`src/rtl/alu_result_disp.sv`:
```
// alu_result_disp: consumer side of the 4-bit ALU result interface.
// Captures each result (res/car/of) with its opcode on a valid/ready
// handshake and scans it onto a shared active-low 4-digit 7-segment bus.
// Digit 0 = magnitude, digit 1 = sign, digit 2 = flags, digit 3 = opcode.
module alu_result_disp #(
    parameter int SCAN_DIV = 1000
) (
    input  logic       clk,
    input  logic       rst_n,
    input  logic [3:0] res,
    input  logic       car,
    input  logic       of,
    input  logic [2:0] ctrl,
    input  logic       res_valid,
    input  logic       freeze,
    output logic       res_ready,
    output logic [3:0] an,
    output logic [7:0] seg_out
);

    localparam int CW = (SCAN_DIV > 2) ? $clog2(SCAN_DIV) : 1;
    localparam logic [CW-1:0] CNT_LAST = CW'(SCAN_DIV - 1);

    // Segment patterns {dp,g,f,e,d,c,b,a}, active-low.
    function automatic logic [7:0] f_glyph(input logic [3:0] v);
        logic [7:0] g;
        case (v)
            4'h0:    g = 8'hC0;
            4'h1:    g = 8'hF9;
            4'h2:    g = 8'hA4;
            4'h3:    g = 8'hB0;
            4'h4:    g = 8'h99;
            4'h5:    g = 8'h92;
            4'h6:    g = 8'h82;
            4'h7:    g = 8'hF8;
            4'h8:    g = 8'h80;
            4'h9:    g = 8'h90;
            4'hA:    g = 8'h88;
            4'hB:    g = 8'h83;
            4'hC:    g = 8'hC6;
            4'hD:    g = 8'hA1;
            4'hE:    g = 8'h86;
            default: g = 8'h8E;
        endcase
        return g;
    endfunction

    logic [3:0]    r_res;
    logic          r_car;
    logic          r_of;
    logic [2:0]    r_ctrl;
    logic          r_have_data;
    logic [CW-1:0] r_cnt;
    logic [1:0]    r_idx;
    logic [3:0]    r_an;
    logic [7:0]    r_seg;

    logic          w_accept;
    logic [3:0]    w_res_cap;
    logic          w_car_cap;
    logic          w_of_cap;
    logic [2:0]    w_ctrl_cap;
    logic          w_have_cap;
    logic          w_signed;
    logic [3:0]    w_mag;
    logic          w_wrap;
    logic [7:0]    w_digit [4];
    logic [7:0]    w_seg_sel [4];

    assign res_ready = ~freeze;
    assign w_accept  = res_valid & ~freeze;

    // Data as it will be after this edge, so a digit registered on the
    // capture edge already reflects the newly accepted result.
    assign w_res_cap  = w_accept ? res  : r_res;
    assign w_car_cap  = w_accept ? car  : r_car;
    assign w_of_cap   = w_accept ? of   : r_of;
    assign w_ctrl_cap = w_accept ? ctrl : r_ctrl;
    assign w_have_cap = r_have_data | w_accept;

    // Opcodes 000/001 produce two's-complement results; 4'b1000 maps to 8.
    assign w_signed = (w_ctrl_cap[2:1] == 2'b00);
    assign w_mag    = w_res_cap[3] ? (~w_res_cap + 4'd1) : w_res_cap;

    assign w_digit[0] = w_signed ? f_glyph(w_mag) : f_glyph(w_res_cap);
    assign w_digit[1] = (w_signed && w_res_cap[3]) ? 8'hBF : 8'hFF;
    assign w_digit[2] = (w_car_cap ? 8'hC6 : 8'hFF) & (w_of_cap ? 8'h7F : 8'hFF);
    assign w_digit[3] = f_glyph({1'b0, w_ctrl_cap});

    // Every digit blanks until a first result has been accepted.
    generate
        for (genvar gi = 0; gi < 4; gi++) begin : g_blank
            assign w_seg_sel[gi] = w_have_cap ? w_digit[gi] : 8'hFF;
        end
    endgenerate

    assign w_wrap = (r_cnt == CNT_LAST);

    // Capture registers: load on handshake, otherwise hold.
    always_ff @(posedge clk or negedge rst_n) begin
        if (!rst_n) begin
            r_res       <= 4'd0;
            r_car       <= 1'b0;
            r_of        <= 1'b0;
            r_ctrl      <= 3'd0;
            r_have_data <= 1'b0;
        end else if (w_accept) begin
            r_res       <= res;
            r_car       <= car;
            r_of        <= of;
            r_ctrl      <= ctrl;
            r_have_data <= 1'b1;
        end
    end

    // Scan timing: dwell counter and digit index, independent of freeze.
    always_ff @(posedge clk or negedge rst_n) begin
        if (!rst_n) begin
            r_cnt <= '0;
            r_idx <= 2'd0;
        end else if (w_wrap) begin
            r_cnt <= '0;
            r_idx <= r_idx + 2'd1;
        end else begin
            r_cnt <= r_cnt + 1'b1;
        end
    end

    // Registered display outputs driven from the current digit index.
    always_ff @(posedge clk or negedge rst_n) begin
        if (!rst_n) begin
            r_an  <= 4'b1111;
            r_seg <= 8'hFF;
        end else begin
            r_an  <= ~(4'b0001 << r_idx);
            r_seg <= w_seg_sel[r_idx];
        end
    end

    assign an      = r_an;
    assign seg_out = r_seg;

endmodule

```
`config.mk`:
```
export PLATFORM = sky130hd
export DESIGN_NAME = alu_result_disp
export DESIGN_NICKNAME = d
export VERILOG_FILES = /design/src/rtl/alu_result_disp.sv
export SDC_FILE = /design/constraint.sdc
export NUM_CORES = 1
export LEC_CHECK = 0
export ABC_AREA = 1
export CORE_ASPECT_RATIO = 1.1
export CORE_MARGIN = 4
export CORE_UTILIZATION = 56
export CTS_CLUSTER_DIAMETER = 200
export CTS_CLUSTER_SIZE = 10
export DETAILED_ROUTE_END_ITERATION = 10
export PLACE_DENSITY = 0.91
export SKIP_CTS_REPAIR_TIMING = 1
export SYNTH_ARGS = -nofsm -noshare
export SYNTH_HDL_FRONTEND = slang
export SYNTH_SLANG_ARGS = --single-unit
```
`constraint.sdc`:
```
create_clock -name clk -period 2.15 [get_ports clk]
set_clock_uncertainty 0.15 [all_clocks]
set_input_delay 0.5375 -clock clk [delete_from_list [all_inputs] [get_ports clk]]
set_output_delay 0.5375 -clock clk [all_outputs]
set_load 0.05 [all_outputs]
```
# After elaboration in Yosys (flattened, before gate mapping)
# Memory sizes are Yosys's and may differ from the RTL's.
# Cells that the tools add are included.
dict set report op_classes {
  n_addsub 3
  n_lt_le_gt_ge 1
  n_eq_ne 1
  shifts 1
  n_mux 17
  n_bitwise 7
  reduce_logical 2
}
# op count
set op_table {}
lappend op_table {{$mux 8} 7}
lappend op_table {{$bmux 8 s2} 1}
lappend op_table {{$mux 7} 2}
lappend op_table {{$add 10x1->10 const B} 1}
lappend op_table {{$eq 10x10->1 const B} 1}
lappend op_table {{$mux 10} 1}
lappend op_table {{$and 8x8->8} 1}
lappend op_table {{$mux 4} 2}
lappend op_table {{$not 4->4} 2}
lappend op_table {{$mux 6} 1}
lappend op_table {{$add 4x1->4 const B} 1}
lappend op_table {{$shl 1x2->4 const A} 1}
lappend op_table {{$ge 3x3->1 const B} 1}
lappend op_table {{$mux 3} 1}
lappend op_table {{$not 2->3} 1}
lappend op_table {{$add 2x1->2 const B} 1}
lappend op_table {{$logic_not 2->1} 1}
lappend op_table {{$mux 1} 2}
lappend op_table {{$and 1x1->1} 1}
lappend op_table {{$logic_and 1x1->1} 1}
lappend op_table {{$not 1->1} 1}
lappend op_table {{$or 1x1->1} 1}
dict set report word_totals {
  register_bits 34
  rom_bits 280
  out_inout_bits 13
  mem_count 3
}
# memory depth word_bits read_ports rd_ports_with_merged_regs wr line
set memory_table {}
lappend memory_table {{(no name shown)} 16 7 1 0 0 27} ;# case (v)
lappend memory_table {{(no name shown)} 16 7 1 0 0 27}
lappend memory_table {{(no name shown)} 8 7 1 0 0 27}

# Longest topological paths before layout
# Gate-level depths: netlist (run 1).
# An unclocked memory read counts as a cell.
dict set report logic_depth {
  word_depth 12
  depth_mapped 17
}

# Worst setup path before layout (run 1)
# Ideal clock, no wire load.
dict set report synth_timing {
  path_type {input to register}
  startpoint {input freeze}
  endpoint {register r_seg[2], in the netlist seg_out[2]}
  setup_ns 0.082
  arrival_time_ns 2.317
  t_required_ns 1.918
  setup_slack_ns -0.399
  cell_stages 15
  path_buffers 1
  cell_sequence {inv_2 > nand2_4 > buf_6 > nand2_1 > o21ai_2 > ha_1 > ha_1 > inv_1 > nand2_1 > nand2_2 > inv_1 > nand2_1 > o21ai_0 > nand2_1 > a22oi_1}
}
dict set report synth_between {
  elab_chain_len 12
}
# item line
set synth_lines {}
lappend synth_lines {{start, declared} 15} ;# input logic freeze,
lappend synth_lines {{$not 1->1 *} 71} ;# assign w_accept = res_valid & ~freeze;
lappend synth_lines {{$and 1x1->1 *} 71}
lappend synth_lines {{$mux 4} --}
lappend synth_lines {{$not 4->4} 83} ;# assign w_mag = w_res_cap[3] ? (~w_res_cap + 4'd1) : w_res_cap;
lappend synth_lines {{$add 4x1->4} 83}
lappend synth_lines {{$mux 4} 83}
lappend synth_lines {{$mem_v2 16x7} --}
lappend synth_lines {{$mux 8} 85} ;# assign w_digit[0] = w_signed ? f_glyph(w_mag) : f_glyph(w_res_cap);
lappend synth_lines {{$mux 8} 93} ;# assign w_seg_sel[gi] = w_have_cap ? w_digit[gi] : 8'hFF;
lappend synth_lines {{$bmux 8 s2 *} 136} ;# r_seg <= w_seg_sel[r_idx];
lappend synth_lines {{$mux 8 (not written as such) * (2 in a row)} 136}
lappend synth_lines {{end signal, assigned} 136}
lappend synth_lines {{end, declared} 56} ;# logic [7:0] r_seg;
# Mark *: on every way between the ends. The rest lies on a longest branch, timed or not. The select of a mux whose other input is x is not followed.
# A chain may end at the register's enable or synchronous reset.

# Final worst setup path (run 1)
dict set report layout_timing {
  startpoint {input freeze}
  endpoint {register r_seg[5], in the netlist seg_out[5]}
}
# Same word-level chain as after synthesis.

==> results of run 1 <==
==> power groups by stage <==
stage	registers [mW]	clock network (mW)	logic, mW
floorplan	0.878	0	0.349
global placement	0.747	0	0.757
detailed placement	0.747	0	0.778
CTS	0.738	0.500	0.789
global route	0.745	0.541	1.08
finish	0.740	0.515	1.03
==> layout make-up <==
class / instances / share of cell area (%)
multi-input cells: 208 / 42.4
flip-flops and latches: 34 / 26.4
repair buffers: 78 / 20.5
inverters: 45 / 5.84
clock buffers: 6 / 2.52
well taps: 50 / 1.91
clock inverters: 2 / 0.382
==> critical path, cell delays in order <==
cell	delay, ns
buf_6	0.09
buf_8	0.12
inv_16	0.06
nand2_8	0.08
o21ai_4	0.27
buf_4	0.18
ha_4	0.20
nand2_2	0.09
nand2_4	0.08
inv_1	0.08
ha_1	0.14
inv_1	0.04
nor2_2	0.14
nand3_1	0.09
nand3_1	0.12
nor2_1	0.09
nor2_1	0.13
==> cell usage after synthesis <==
cell type	n	area share (%)
o211ai_1	5	1.7
inv_2	3	0.51
or2_1	1	0.28
o21ai_1	2	0.45
buf_6	2	1.0
nand2_4	2	1.0
or2_2	2	0.56
a31oi_1	2	0.56
nor4_1	3	0.84
ha_1	19	11
a21oi_2	1	0.39
o21ai_2	3	1.2
dfstp_2	12	14
xor2_1	2	0.79
nand3_1	26	5.8
mux2_2	1	0.51
nand4_1	2	0.56
inv_1	42	7.1
nand2_1	77	13
dfrtp_1	22	25
o21ai_4	1	0.73
a21oi_1	12	2.7
a21boi_1	1	0.34
nor3_1	5	1.1
o21ai_0	10	2.2
nand2_2	2	0.56
a22oi_1	1	0.34
nor3b_1	1	0.34
buf_4	1	0.34
o21a_1	1	0.34
nor2_1	23	3.9
nor2_4	2	1.0
o21bai_1	1	0.34
==> per-layer routing <==
metal  part of all wire (%)  track usage (%)  routed length, um
met1                     34             29.9               2910
met5                      0                0                  0
met3                    8.5             4.98                731
met2                     49             46.0               4190
met4                    9.3             14.3                801
==> logic make-up (layout without fill, tap and decap cells) <==
logic type | Yosys count | in the layout
multiplexers | 1 | 1
adder cells (fa/ha/maj) | 19 | 19
XOR/XNOR | 2 | 2
AO/OA/AOI/OAI | 40 | 40
buffers and inverters | 48 | 131
AND/OR/NAND/NOR | 146 | 146
flip-flops | 34 | 34
==> sequential cells by signal (all words and copies together), names as in the netlist <==
name and count:
an 4, r_car 1, r_cnt 10, r_ctrl 3, r_have_data 1, r_idx 2, r_of 1, r_res 4
seg_out 8
==> worst max path at each step <==
stage | to | slack [ns] | cells past startpoint
final | seg_out[5]$_DFF_PN1_ | -0.32 | 17
after global routing | seg_out[5]$_DFF_PN1_ | -0.41 | 17
after CTS | seg_out[3]$_DFF_PN1_ | -0.49 | 15
after detailed placement | seg_out[3]$_DFF_PN1_ | -0.74 | 15
after global placement | seg_out[5]$_DFF_PN1_ | -0.67 | 13
after floorplan | seg_out[5]$_DFF_PN1_ | -0.11 | 14
==> stage by stage <==
step	setup slack (ns)	total power [mW]	hold WS (ns)
floorplan	-0.114	1.23	0.0919
detailed placement	-0.739	1.52	0.329
global route	-0.409	2.36	0.410
finish	-0.317	2.28	0.371
CTS	-0.485	2.03	0.352
global placement	-0.670	1.50	0.328
==> flow_metrics.tcl, run 1 <==
set metrics [dict create \
    status "finished with violations" \
    failed_checks "setup timing" \
    comb_power_share_pct 45.0 \
    ios 26 \
    r2r-start "r_res[0]$_DFF_PN0_" \
    viasPerCell 6.16 \
    min_period_over_period_pct 115 \
    synth_area_um2 2230 \
    min_path_type "reg -> reg" \
    reg2reg_to "seg_out[5]$_DFF_PN1_" \
    synth_compound_area_share_pct 11.3 \
    drc_errors 0 \
    grt_max_degree 35 \
    grt-ovfl-total 0 \
    p_int_mw 1.38 \
    drtIter0Drc 396 \
    cts_tree "built" \
    synthToLayoutAreaGrowth_pct 47.0 \
    rsz0062_at_grt "true" \
    hold_viol 0 \
    max_slew_margin_pct 51.4 \
    grt_pass1_wl_mm 9.98 \
    drive_gt1_share_pct 38.3 \
    cts_buffer_depth 2 \
    layout_commonest_cell "nand2_1" \
    power_frac_seq_pct 32.4 \
    ys_warn_count 0 \
    fmax_mhz 405 \
    clockPowerShare_pct 22.6 \
    totalNegativeSetupSlack_ns -1.41 \
    hpwlAfterDp_mm 4.41 \
    power_leakage_nw 1.64 \
    vias 2607 \
    fp.dieH_um 74.2 \
    reg2reg_depth 15 \
    stdcell_count 423 \
    final_cell_area_um2 3280 \
    yosys.area_share.simple_pct 29.0 \
    ant_nets 0 \
    design.final.nets 404 \
    worstSkewPairLatency_ns 0.30 \
    critPathMaxFanout 6 \
    ir_drop_v 0.000433 \
    die_area_um2 5050 \
    worst_pin_slew_ns 0.722 \
    io_buffers 25 \
    fp-row-count 23 \
    mostFrequentLayoutCells "nand2_1, buf_4, inv_1" \
    track_usage_pct 26.4 \
    final_core_util_pct 87.6 \
    clockRootBuffer "clkbuf_8" \
    slew_viol_final 0 \
    min_path_cells 2 \
    critical_path_class "in -> reg" \
    place_congestion 1.01 \
    fill_cells 170 \
    grt_pass1_vias 2242 \
    synth_seq_area_share_pct 38.9 \
    wl_per_cell_um 20.4 \
    p_sw_share_pct 39.4 \
    synth_xor_area_share_pct 0.786 \
    end_kind "flip-flop" \
    rrSetupSlack_ns -0.08 \
    ys_ff_latch 34 \
    dieWidth_um 68.1 \
    setup_viol 7 \
    cts-buffers-inserted 5 \
    clkTransAtPathRegs_ns 0.08 \
    cp.required_ns 2.24 \
    startpoint "freeze" \
    multiInputGateArea_um2 1390 \
    max_cap_violations 0 \
    wl_mm 8.63 \
    htreeDepth 2 \
    dpl_cell_area_um2 2880 \
    synth-adder-area-share_pct 10.7 \
    layout_setup_ws_ns -0.317 \
    p_switching_mw 0.899 \
    hp-start "r_car$_DFF_PN0_" \
    worstPathArrival_ns 2.56 \
    drtPass1Iterations 8 \
    synth_top_family_by_area "simple AND/OR/NAND/NOR gates" \
    synth.area.mux_share_pct 0.505 \
    timing.final.crit_period_ns 2.47 \
    syn_nets 322 \
    cts_sinks 34 \
    start_util_pct 59.6 \
    regArea_um2 866 \
    power_density_nw_per_um2 697 \
    antenna_found_initial 0 \
    diodes 0 \
    netlist_instances 290 \
    core_um2 3740 \
    synth.distinct_cells 33 \
    cp-start-kind "input pin" \
    synth.avg_cell_area_um2 7.68 \
    hold_end "r_car$_DFF_PN0_" \
    dpl.cell_count 404 \
]
Note: power is estimated with default switching activity, not from simulation.
==> run 2: changes to the inputs <==
- CORE_UTILIZATION: 56 -> 63
- DONT_BUFFER_PORTS: not set -> 1
- PLACE_DENSITY: 0.91 -> 0.9
==> run 2 against run 1 <==
Effect of this change:
- the flow now finishes without violations
- worst setup slack improved by 0.49 ns
- maximum frequency increased by 25%
- sequential power increased by 18%
- critical path depth decreased by 2
==> flow_metrics.tcl, run 2 (synthesis results as in run 1) <==
set metrics [dict create \
    status "finished clean" \
    timing.final.crit_period_ns 1.98 \
    drc_errors 0 \
    min_period_over_period_pct 92.0 \
    clkTransAtPathRegs_ns 0.11 \
    synthToLayoutAreaGrowth_pct 19.5 \
    power_leakage_nw 1.35 \
    fmax_mhz 506 \
    hold_viol 0 \
    drive_gt1_share_pct 22.0 \
    htreeDepth 2 \
    wl_per_cell_um 14.2 \
    regMostFlops "r_cnt" \
    worst_pin_slew_ns 0.636 \
    fp-row-count 22 \
    cts_buffer_depth 2 \
    post-place-ws_ns -0.175 \
    power_density_nw_per_um2 719 \
    critPathTopFamily "simple AND/OR/NAND/NOR gates" \
    grt_max_degree 35 \
    setup_viol 0 \
    cts_tree "built" \
    ir_drop_v 0.000394 \
    drtIter0Drc 162 \
    p_total_mw 1.92 \
    track_usage_pct 25.1 \
    grt_pass1_wl_mm 8.79 \
    wl_mm 5.27 \
    worstSkewPairLatency_ns 0.34 \
    critPathMaxFanout 6 \
    ant_nets 0 \
    max_slew_margin_pct 57.2 \
    vias 2045 \
    diodes 0 \
    die_area_um2 4550 \
    path_cells "inv_1, nand2_4, o21ai_4, ha_4, ha_4, inv_2, nand2_1, nand2_2, buf_4, nand2_1, nand2_1, nand2_1, nand3_1, nor2_1, nor2_1" \
    critical_path_class "reg -> reg" \
    drtPass1Iterations 5 \
    io_buffers 0 \
    mostFrequentLayoutCells "nand2_1, inv_1, nand3_1, buf_4" \
    layout_commonest_cell "nand2_1" \
    clockRootBuffer "clkbuf_4" \
    cp-start-kind "flip-flop" \
    design.final.nets 354 \
    dieWidth_um 64.7 \
    largest_reg_flops 10 \
    place_congestion 0.954 \
    slowest_delay_ns 0.37 \
    min_path_type "in -> reg" \
    antenna_found_initial 0 \
    crit_slowest_cell "dfrtp_1" \
    end_kind "flip-flop" \
    grt_pass1_vias 1936 \
    start_util_pct 66.4 \
    cpMostUsedCell "nand2_1" \
    cp.required_ns 2.27 \
    cts_sinks 34 \
    cts-buffers-inserted 5 \
    slew_viol_final 0 \
    critical_path_buf_inv_count 3 \
    layout_setup_ws_ns 0.172 \
    worstPathArrival_ns 2.10 \
    grt-ovfl-total 0 \
    ios 26 \
    viasPerCell 5.51 \
    fp.dieH_um 70.4 \
    totalNegativeSetupSlack_ns 0 \
    max_cap_violations 0 \
    hpwlAfterDp_mm 4.13 \
    core_um2 3360 \
]
==> run 2: cell count changes in the layout (fill, tap and decap cells not counted), moves of 5 or more <==
cell,delta
buf_4,-31
buf_6,-7
clkbuf_4,+5
clkbuf_8,-5
clkdlybuf4s50_1,-8
inv_1,+5
nand2_1,+13
nand2_2,-7
nand2_4,-6
==> run 2: stage by stage <==
step | cells | hold WS [ns] | util, % | instance area (um^2)
3_5_place_dp | 361 | 0.0929 | 75.0 | 2520
6_report | 371 | 0.226 | 79.3 | 2660
4_1_cts | 369 | -0.278 | 77.5 | 2600
3_3_place_gp | 361 | 0.0932 | 75.0 | 2520
5_1_grt | 371 | 0.197 | 79.3 | 2660
2_1_floorplan | 290 | 0.0919 | - | 2300
==> run 2: cell type report <==
| cell class | count | area (um^2) |
|---|---|---|
| Clock buffer | 7 | 55.1 |
| Clock inverter | 1 | 30.0 |
| Fill cell | 232 | 696 |
| Inverter | 45 | 185 |
| Multi-Input combinational cell | 208 | 1240 |
| Sequential cell | 34 | 866 |
| Tap cell | 48 | 60.1 |
| Timing Repair Buffer | 28 | 225 |
==> run 2: worst reg2reg max path: cells and delay by family, from the launching register on <==
family          cells  cell delay [ns]
compound gates      1             0.11
fa+ha+maj           2             0.43
flops               1             0.37
buf+inv             3             0.26
simple gates        9             0.61
==> run 2: per-layer routing <==
metal / up-vias / wire [um] / global-route usage (%)
met5: - / 0 / 0
met4: 0 / 184 / 12.2
met3: 23 / 334 / 4.66
met2: 97 / 2710 / 43.4
met1: 928 / 2040 / 29.2
li1: 997 / - / -
==> run 2: path summary, 6_finish.rpt <==
path                               startpoint              endpoint  slack (ns)  cells after the start
setup / recovery           r_res[1]$_DFF_PN0_  seg_out[3]$_DFF_PN1_        0.17                     15
hold / removal                            car       r_car$_DFF_PN0_        0.23                      2
setup reg to reg           r_res[1]$_DFF_PN0_  seg_out[3]$_DFF_PN1_        0.17                     15
hold reg to reg                r_of$_DFF_PN0_        r_of$_DFF_PN0_        0.38                      2
max in group asynchronous               rst_n       an[3]$_DFF_PN1_        1.10                      2
min in group asynchronous               rst_n    r_cnt[0]$_DFF_PN0_        0.50                      2
==> run 2: report_power, final <==
part           switching [mW]  total (mW)  internal (mW)
registers               0.149       0.874          0.726
clock network           0.213       0.490          0.278
logic                   0.323       0.551          0.228
